`config.mk`:
```
export PLATFORM = sky130hd
export DESIGN_NAME = wb_commit_buf
export DESIGN_NICKNAME = d
export VERILOG_FILES = /design/src/rtl/wb_pkg.sv /design/src/rtl/wb_fwd_mux.sv /design/src/rtl/wb_commit_buf.sv
export SDC_FILE = /design/constraint.sdc
export NUM_CORES = 1
export LEC_CHECK = 0
export ABC_CLOCK_PERIOD_IN_PS = 13800
export BUFFER_PORTS_ARGS = -buffer_cell sky130_fd_sc_hd__buf_4
export CORE_MARGIN = 4
export CORE_UTILIZATION = 40
export CTS_BUF_LIST = sky130_fd_sc_hd__clkbuf_8
export DETAILED_ROUTE_END_ITERATION = 16
export RECOVER_POWER = 50
export SLEW_MARGIN = 10
export SYNTH_ARGS = -nofsm -noshare
export SYNTH_HDL_FRONTEND = slang
export SYNTH_HIERARCHICAL = 1
export SYNTH_SLANG_ARGS = --single-unit
```
`constraint.sdc`:
```
create_clock -name clk -period 13.8 [get_ports clk]
set_input_delay 0.69 -clock clk [delete_from_list [all_inputs] [get_ports clk]]
set_output_delay 0.69 -clock clk [all_outputs]
set_load 0.1 [all_outputs]
```
`src/rtl/wb_pkg.sv`:
```
// Shared opcode constants, entry kinds and instruction classification for write-back.
// No logic of its own; wb_classify is purely combinational.
// No flow control here.
package wb_pkg;

    localparam logic [5:0] OP_JMP = 6'b100001;
    localparam logic [5:0] OP_BR  = 6'b100000;
    localparam logic [5:0] OP_LDI = 6'b010001;

    // K_RD marks a redirect (taken branch or jump) entry
    typedef enum logic {
        K_WR = 1'b0,
        K_RD = 1'b1
    } kind_e;

    function automatic logic [1:0] wb_classify(input logic [5:0] op, input logic ife);
        logic is_wr;
        logic is_redirect;
        is_wr       = (op[5:4] == 2'b00) || (op == OP_LDI);
        is_redirect = (op == OP_JMP) || ((op == OP_BR) && ife);
        return {is_wr, is_redirect};
    endfunction

endpackage

```
`src/rtl/wb_fwd_mux.sv`:
```
// Newest-match search of pending register writes for decode forwarding.
// Combinational, zero cycles.
// No flow control; pure lookup over the current buffer contents.
module wb_fwd_mux
    import wb_pkg::*;
#(
    parameter int DATA_W = 32,
    parameter int REG_AW = 5,
    parameter int DEPTH  = 4
) (
    input  logic [DEPTH-1:0]         vld,
    input  logic [DEPTH-1:0]         kind_rd,
    input  logic [DEPTH*REG_AW-1:0]  rds,
    input  logic [DEPTH*DATA_W-1:0]  dats,
    input  logic [$clog2(DEPTH)-1:0] head,
    input  logic [$clog2(DEPTH)-1:0] tail,
    input  logic [REG_AW-1:0]        fwd_addr,
    output logic                     fwd_hit,
    output logic [DATA_W-1:0]        fwd_data
);

    localparam int PW = $clog2(DEPTH);

    logic [PW-1:0] idx;
    logic          done;

    // Walk from the newest slot (tail-1) back towards head; the first match wins.
    always_comb begin
        fwd_hit  = 1'b0;
        fwd_data = '0;
        done     = 1'b0;
        idx      = tail;
        for (int i = 0; i < DEPTH; i++) begin
            idx = tail - PW'(i + 1);
            if (!done && !fwd_hit) begin
                if (vld[idx] && !kind_rd[idx] && (fwd_addr != '0) &&
                    (rds[idx*REG_AW +: REG_AW] == fwd_addr)) begin
                    fwd_hit  = 1'b1;
                    fwd_data = dats[idx*DATA_W +: DATA_W];
                end
                if (idx == head) begin
                    done = 1'b1;
                end
            end
        end
    end

endmodule

```
`src/rtl/wb_commit_buf.sv`:
```
// In-order write-back commit buffer: drains register writes, issues PC redirects, forwards pending values.
// Latency one cycle from accept to strobe when empty; one accept and one pop per cycle.
// in_ready low when full or during a redirect pulse; WR head stalls while rf_grant is low.
module wb_commit_buf
    import wb_pkg::*;
#(
    parameter int DATA_W = 32,
    parameter int REG_AW = 5,
    parameter int OP_W   = 6,
    parameter int DEPTH  = 4
) (
    input  logic                       clk,
    input  logic                       rst,
    input  logic                       in_valid,
    output logic                       in_ready,
    input  logic [OP_W-1:0]            in_op,
    input  logic                       in_ife,
    input  logic [REG_AW-1:0]          in_rd,
    input  logic [DATA_W-1:0]          in_data,
    input  logic                       rf_grant,
    output logic                       reg_we,
    output logic [REG_AW-1:0]          reg_waddr,
    output logic [DATA_W-1:0]          reg_wdata,
    output logic                       pc_update,
    output logic [DATA_W-1:0]          pc_new,
    input  logic [REG_AW-1:0]          fwd_addr,
    output logic                       fwd_hit,
    output logic [DATA_W-1:0]          fwd_data,
    output logic [$clog2(DEPTH):0]     occupancy
);

    localparam int PW = $clog2(DEPTH);
    localparam int CW = PW + 1;

    logic [DEPTH-1:0]  ent_vld;
    kind_e             ent_kind [DEPTH];
    logic [REG_AW-1:0] ent_rd   [DEPTH];
    logic [DATA_W-1:0] ent_dat  [DEPTH];

    logic [PW-1:0] head;
    logic [PW-1:0] tail;
    logic [CW-1:0] occ;

    logic          head_wr;
    logic          head_rd;
    logic [1:0]    cls;
    logic          do_push;
    logic          do_pop;

    logic [DEPTH-1:0]        kind_rd_mask;
    logic [DEPTH*REG_AW-1:0] rd_flat;
    logic [DEPTH*DATA_W-1:0] dat_flat;

    assign head_wr = ent_vld[head] && (ent_kind[head] == K_WR);
    assign head_rd = ent_vld[head] && (ent_kind[head] == K_RD);

    assign pc_update = head_rd;
    assign pc_new    = head_rd ? ent_dat[head] : '0;
    assign reg_we    = head_wr && rf_grant;
    assign reg_waddr = reg_we ? ent_rd[head]  : '0;
    assign reg_wdata = reg_we ? ent_dat[head] : '0;

    // Registered state only, so rf_grant never reaches in_ready.
    assign in_ready  = (occ < CW'(DEPTH)) && !head_rd;
    assign occupancy = occ;

    // NOPs, not-taken branches and writes to r0 complete the handshake but are dropped.
    assign cls     = wb_classify(in_op[5:0], in_ife);
    assign do_push = in_valid && in_ready && ((cls[1] && (in_rd != '0)) || cls[0]);
    assign do_pop  = reg_we;

    always_ff @(posedge clk) begin
        if (rst) begin
            ent_vld <= '0;
            head    <= '0;
            tail    <= '0;
            occ     <= '0;
        end else if (head_rd) begin
            // Redirect retires and squashes everything younger; no push can coincide.
            ent_vld <= '0;
            head    <= tail;
            occ     <= '0;
        end else begin
            if (do_push) begin
                ent_vld[tail]  <= 1'b1;
                ent_kind[tail] <= cls[0] ? K_RD : K_WR;
                ent_rd[tail]   <= in_rd;
                ent_dat[tail]  <= in_data;
                tail           <= tail + 1'b1;
            end
            if (do_pop) begin
                ent_vld[head] <= 1'b0;
                head          <= head + 1'b1;
            end
            if (do_push && !do_pop) begin
                occ <= occ + 1'b1;
            end else if (do_pop && !do_push) begin
                occ <= occ - 1'b1;
            end
        end
    end

    always_comb begin
        kind_rd_mask = '0;
        rd_flat      = '0;
        dat_flat     = '0;
        for (int i = 0; i < DEPTH; i++) begin
            kind_rd_mask[i]              = (ent_kind[i] == K_RD);
            rd_flat[i*REG_AW +: REG_AW]  = ent_rd[i];
            dat_flat[i*DATA_W +: DATA_W] = ent_dat[i];
        end
    end

    wb_fwd_mux #(
        .DATA_W (DATA_W),
        .REG_AW (REG_AW),
        .DEPTH  (DEPTH)
    ) u_fwd_mux (
        .vld      (ent_vld),
        .kind_rd  (kind_rd_mask),
        .rds      (rd_flat),
        .dats     (dat_flat),
        .head     (head),
        .tail     (tail),
        .fwd_addr (fwd_addr),
        .fwd_hit  (fwd_hit),
        .fwd_data (fwd_data)
    );

endmodule

```
==> impl_metrics.env <==
export IMPL_status="complete, but fails checks"
export IMPL_violations="capacitance limit, slew limit"
export IMPL_synthMuxAreaShare_pct=17.2
export IMPL_busiest_layer="met2"
export IMPL_root_buffer="clkbuf_8"
export IMPL_synthFlopType="edfxtp_1"
export IMPL_postCtsHoldBufs=0
export IMPL_htree_num_levels=4
export IMPL_synth_cells=1161
export IMPL_synthSimpleGateAreaFrac_pct=13.1
export IMPL_grt_use_met3_pct=4.40
export IMPL_ir_drop_mv=0.0539
export IMPL_final_setup_viol_count=0
export IMPL_powerDensity_mw_per_mm2=85.1
export IMPL_drt_first_pass_iters=5
export IMPL_maxSlewHeadroom_pct=-100
export IMPL_yosys_register_bits=165
export IMPL_viasPerCell=5.87
export IMPL_crit_chain="mux4_2, a21oi_1, o311ai_0, nor3b_1, buf_4"
export IMPL_synthXorXnorAreaFrac_pct=2.06
export IMPL_worstHoldPathType="in2reg"
export IMPL_clock_latency_ns=0.45
export IMPL_grt_use_met1_pct=26.9
export IMPL_slowest_stage="dfxtp_1"
export IMPL_grt_overflow_total=0
export IMPL_synth_compound_area_share_pct=21.5
export IMPL_drt_iter0_markers=898
export IMPL_hpwl_mm=21.8
export IMPL_tightest_slew_ns=3.00
export IMPL_path_max_fanout=39
export IMPL_clock_fmax_ghz=0.148
export IMPL_grt_max_degree=107
export IMPL_critPathTopFamily="flip-flops"
export IMPL_nFillCells=2792
export IMPL_rsz0062_at_grt="no"
export IMPL_synth_edf_count=152
export IMPL_final_cells=1640
export IMPL_initial_core_util_pct=41.0
export IMPL_crit_required_ns=13.88
export IMPL_synth_top_family_by_area="compound AO/OA/AOI/OAI gates"
export IMPL_worstSetupPathType="reg2reg"
export IMPL_synth_nets=1224
export IMPL_leakage_uw=0.00455
export IMPL_num_io_pins=161
export IMPL_finalHoldViolCount=0
export IMPL_clock_skew_ns=0.0210
export IMPL_drive_gt1_share_pct=19.2
export IMPL_routed_wl_mm=34.1
export IMPL_routedWlPerCell_um=20.8
export IMPL_antenna_found_initial=1
export IMPL_yosysWarningCount=6
export IMPL_cts_made_buffers=17
export IMPL_syn_mean_instance_area_um2=10.3
export IMPL_period_needed_ns=6.77
export IMPL_cp_num_buf_inv=1
export IMPL_vias=9628
export IMPL_endpoint_kind="register"
export IMPL_n_antenna_cell=0
export IMPL_cp_arrival_ns=6.85
export IMPL_critPathLaunchType="register"
export IMPL_place_inst=1608
export IMPL_layout_nets=1306
export IMPL_ys_types=59
export IMPL_placementRows=62
export IMPL_routabilityCongestion=0.816
export IMPL_antenna_left=0
export IMPL_grt_pass1_wl_mm=52.7
export IMPL_yosysSeqAreaShare_pct=40.4
export IMPL_final_max_slew_viol_count=55
export IMPL_ys_async_sr_fraction_pct=0
export IMPL_tritoncts="built"
export IMPL_die_y_um=181
export IMPL_ctsLongestPathBuffers=2
export IMPL_port_buffer_count=160
export IMPL_met2_usage_pct=33.4
export IMPL_path_clk_slew_ns=0.10
export IMPL_drv_cap=3
export IMPL_cts_resized_gates=0
export IMPL_groute_usage_overall_pct=20.3
export IMPL_core_mm2=0.0291
export IMPL_synth_fa_ha_area_share_pct=1.11
export IMPL_area_delta_synth_final_pct=11.9
export IMPL_r2r_slack_ns=7.03
export IMPL_postCtsSetupRepairBufs=0
export IMPL_post_route_period_util_pct=49.1
export IMPL_cts_sinks=165
export IMPL_grt_pass1_vias=9344
export IMPL_tns_ns=0
export IMPL_fp_dieW_um=181
export IMPL_critPathMaxStageDelay_ns=2.38
export IMPL_drc=0
export IMPL_syn_cell_area_mm2=0.0119
export IMPL_dieArea_mm2=0.0326
==> cell usage after synthesis, drive strengths merged, types with 2 or more instances <==
| cell | count | area [µm²] |
|---|---|---|
| a211oi | 71 | 538 |
| ha | 9 | 113 |
| mux2i | 49 | 490 |
| or4 | 3 | 22.5 |
| mux2 | 34 | 387 |
| o22ai | 28 | 175 |
| nand2 | 71 | 267 |
| buf | 37 | 225 |
| inv | 15 | 58.8 |
| dfxtp | 13 | 260 |
| and3 | 32 | 200 |
| nor4 | 4 | 52.6 |
| nor3 | 5 | 25.0 |
| nand3b | 2 | 15.0 |
| nor2b | 100 | 646 |
| a21oi | 181 | 910 |
| xnor2 | 19 | 166 |
| o221ai | 4 | 35.0 |
| a2111oi | 2 | 30.0 |
| nor3b | 6 | 45.0 |
| o21ai | 39 | 195 |
| o211ai | 6 | 45.0 |
| o21a | 33 | 248 |
| a21o | 32 | 240 |
| xor2 | 9 | 78.8 |
| a211o | 2 | 17.5 |
| a221oi | 4 | 35.0 |
| nand2b | 6 | 37.5 |
| nand3 | 7 | 35.0 |
| or3 | 2 | 12.5 |
| edfxtp | 152 | 4560 |
| clkbuf | 71 | 267 |
| mux4 | 52 | 1170 |
| nor2 | 46 | 175 |
| a22oi | 3 | 22.5 |
==> per-stage QoR <==
stage / util [%] / total power [µW] / hold slack, ns / cell area (µm²) / worst slack [ns]
after detailed placement: 45.6 / 816 / 0.533 / 13300 / 7.75
after global placement: 45.6 / 815 / 0.532 / 13300 / 7.99
final: 45.9 / 1140 / 0.494 / 13300 / 7.03
after global routing: 45.9 / 1190 / 0.463 / 13300 / 6.44
after CTS: 46.9 / 1160 / 0.406 / 13700 / 7.26
after floorplan: - / 752 / 0.486 / 11900 / 8.04
==> report_power, final <==
part | switching [µW] | internal, µW
sequential | 20.5 | 552
clock | 193 | 147
combinational | 147 | 75.7
total | 361 | 775
==> area by class of cell <==
type,instances,area [µm²],area share (%)
Multi-Input combinational cell,873,6590,49.4
Inverter,15,57.6,0.431
Sequential cell,165,4830,36.2
Tap cell,384,480,3.60
Timing Repair Buffer,171,1010,7.56
Clock buffer,17,234,1.75
Clock inverter,15,144,1.08
==> state kept, by name, summed over array words and instances (netlist names), named ones only <==
signal     count
head           2
ent_dat      128
occupancy      3
ent_vld        4
tail           2
ent_kind       4
ent_rd        20
==> path summary, 6_finish.rpt <==
| kind | start | to | depth (start not counted) |
|---|---|---|---|
| hold reg to reg | ent_vld[3] | ent_vld[3] | 1 |
| setup / recovery | register | ent_dat[1][2] | 5 |
| setup reg to reg | register | ent_dat[1][2] | 5 |
| hold / removal | in_data[28] | ent_dat[3][28] | 1 |
==> cells by family (layout without fill, tap and decap cells) <==
family | count (synthesis) | in the layout
adder cells (fa/ha/maj) | 10 | 10
buffers and inverters | 123 | 218
AND/OR/NAND/NOR | 288 | 288
multiplexers | 135 | 135
flip-flops | 165 | 165
AO/OA/AOI/OAI | 412 | 412
XOR/XNOR | 28 | 28
==> per-layer routing <==
metal  vias to the layer above  routed length [µm]
met5                         -                  20
met4                         2                 790
met3                        37                2160
met2                       355               16200
met1                      4628               15000
li1                       4606                   -
==> cells in the final DEF (no fill, tap or decap), types with 10 or more instances in the layout <==
master,n
a211oi_1,70
clkbuf_1,73
dfxtp_1,10
nand2_1,71
mux4_2,52
and3_1,32
o21ai_0,39
edfxtp_1,152
o21a_1,32
mux2i_1,49
o22ai_1,28
xnor2_1,19
a21oi_1,181
mux2_2,33
inv_1,12
clkbuf_8,17
buf_4,97
nor2_1,45
a21o_1,32
nor2b_1,92
No activity file was read; power rests on OpenSTA's default activity.
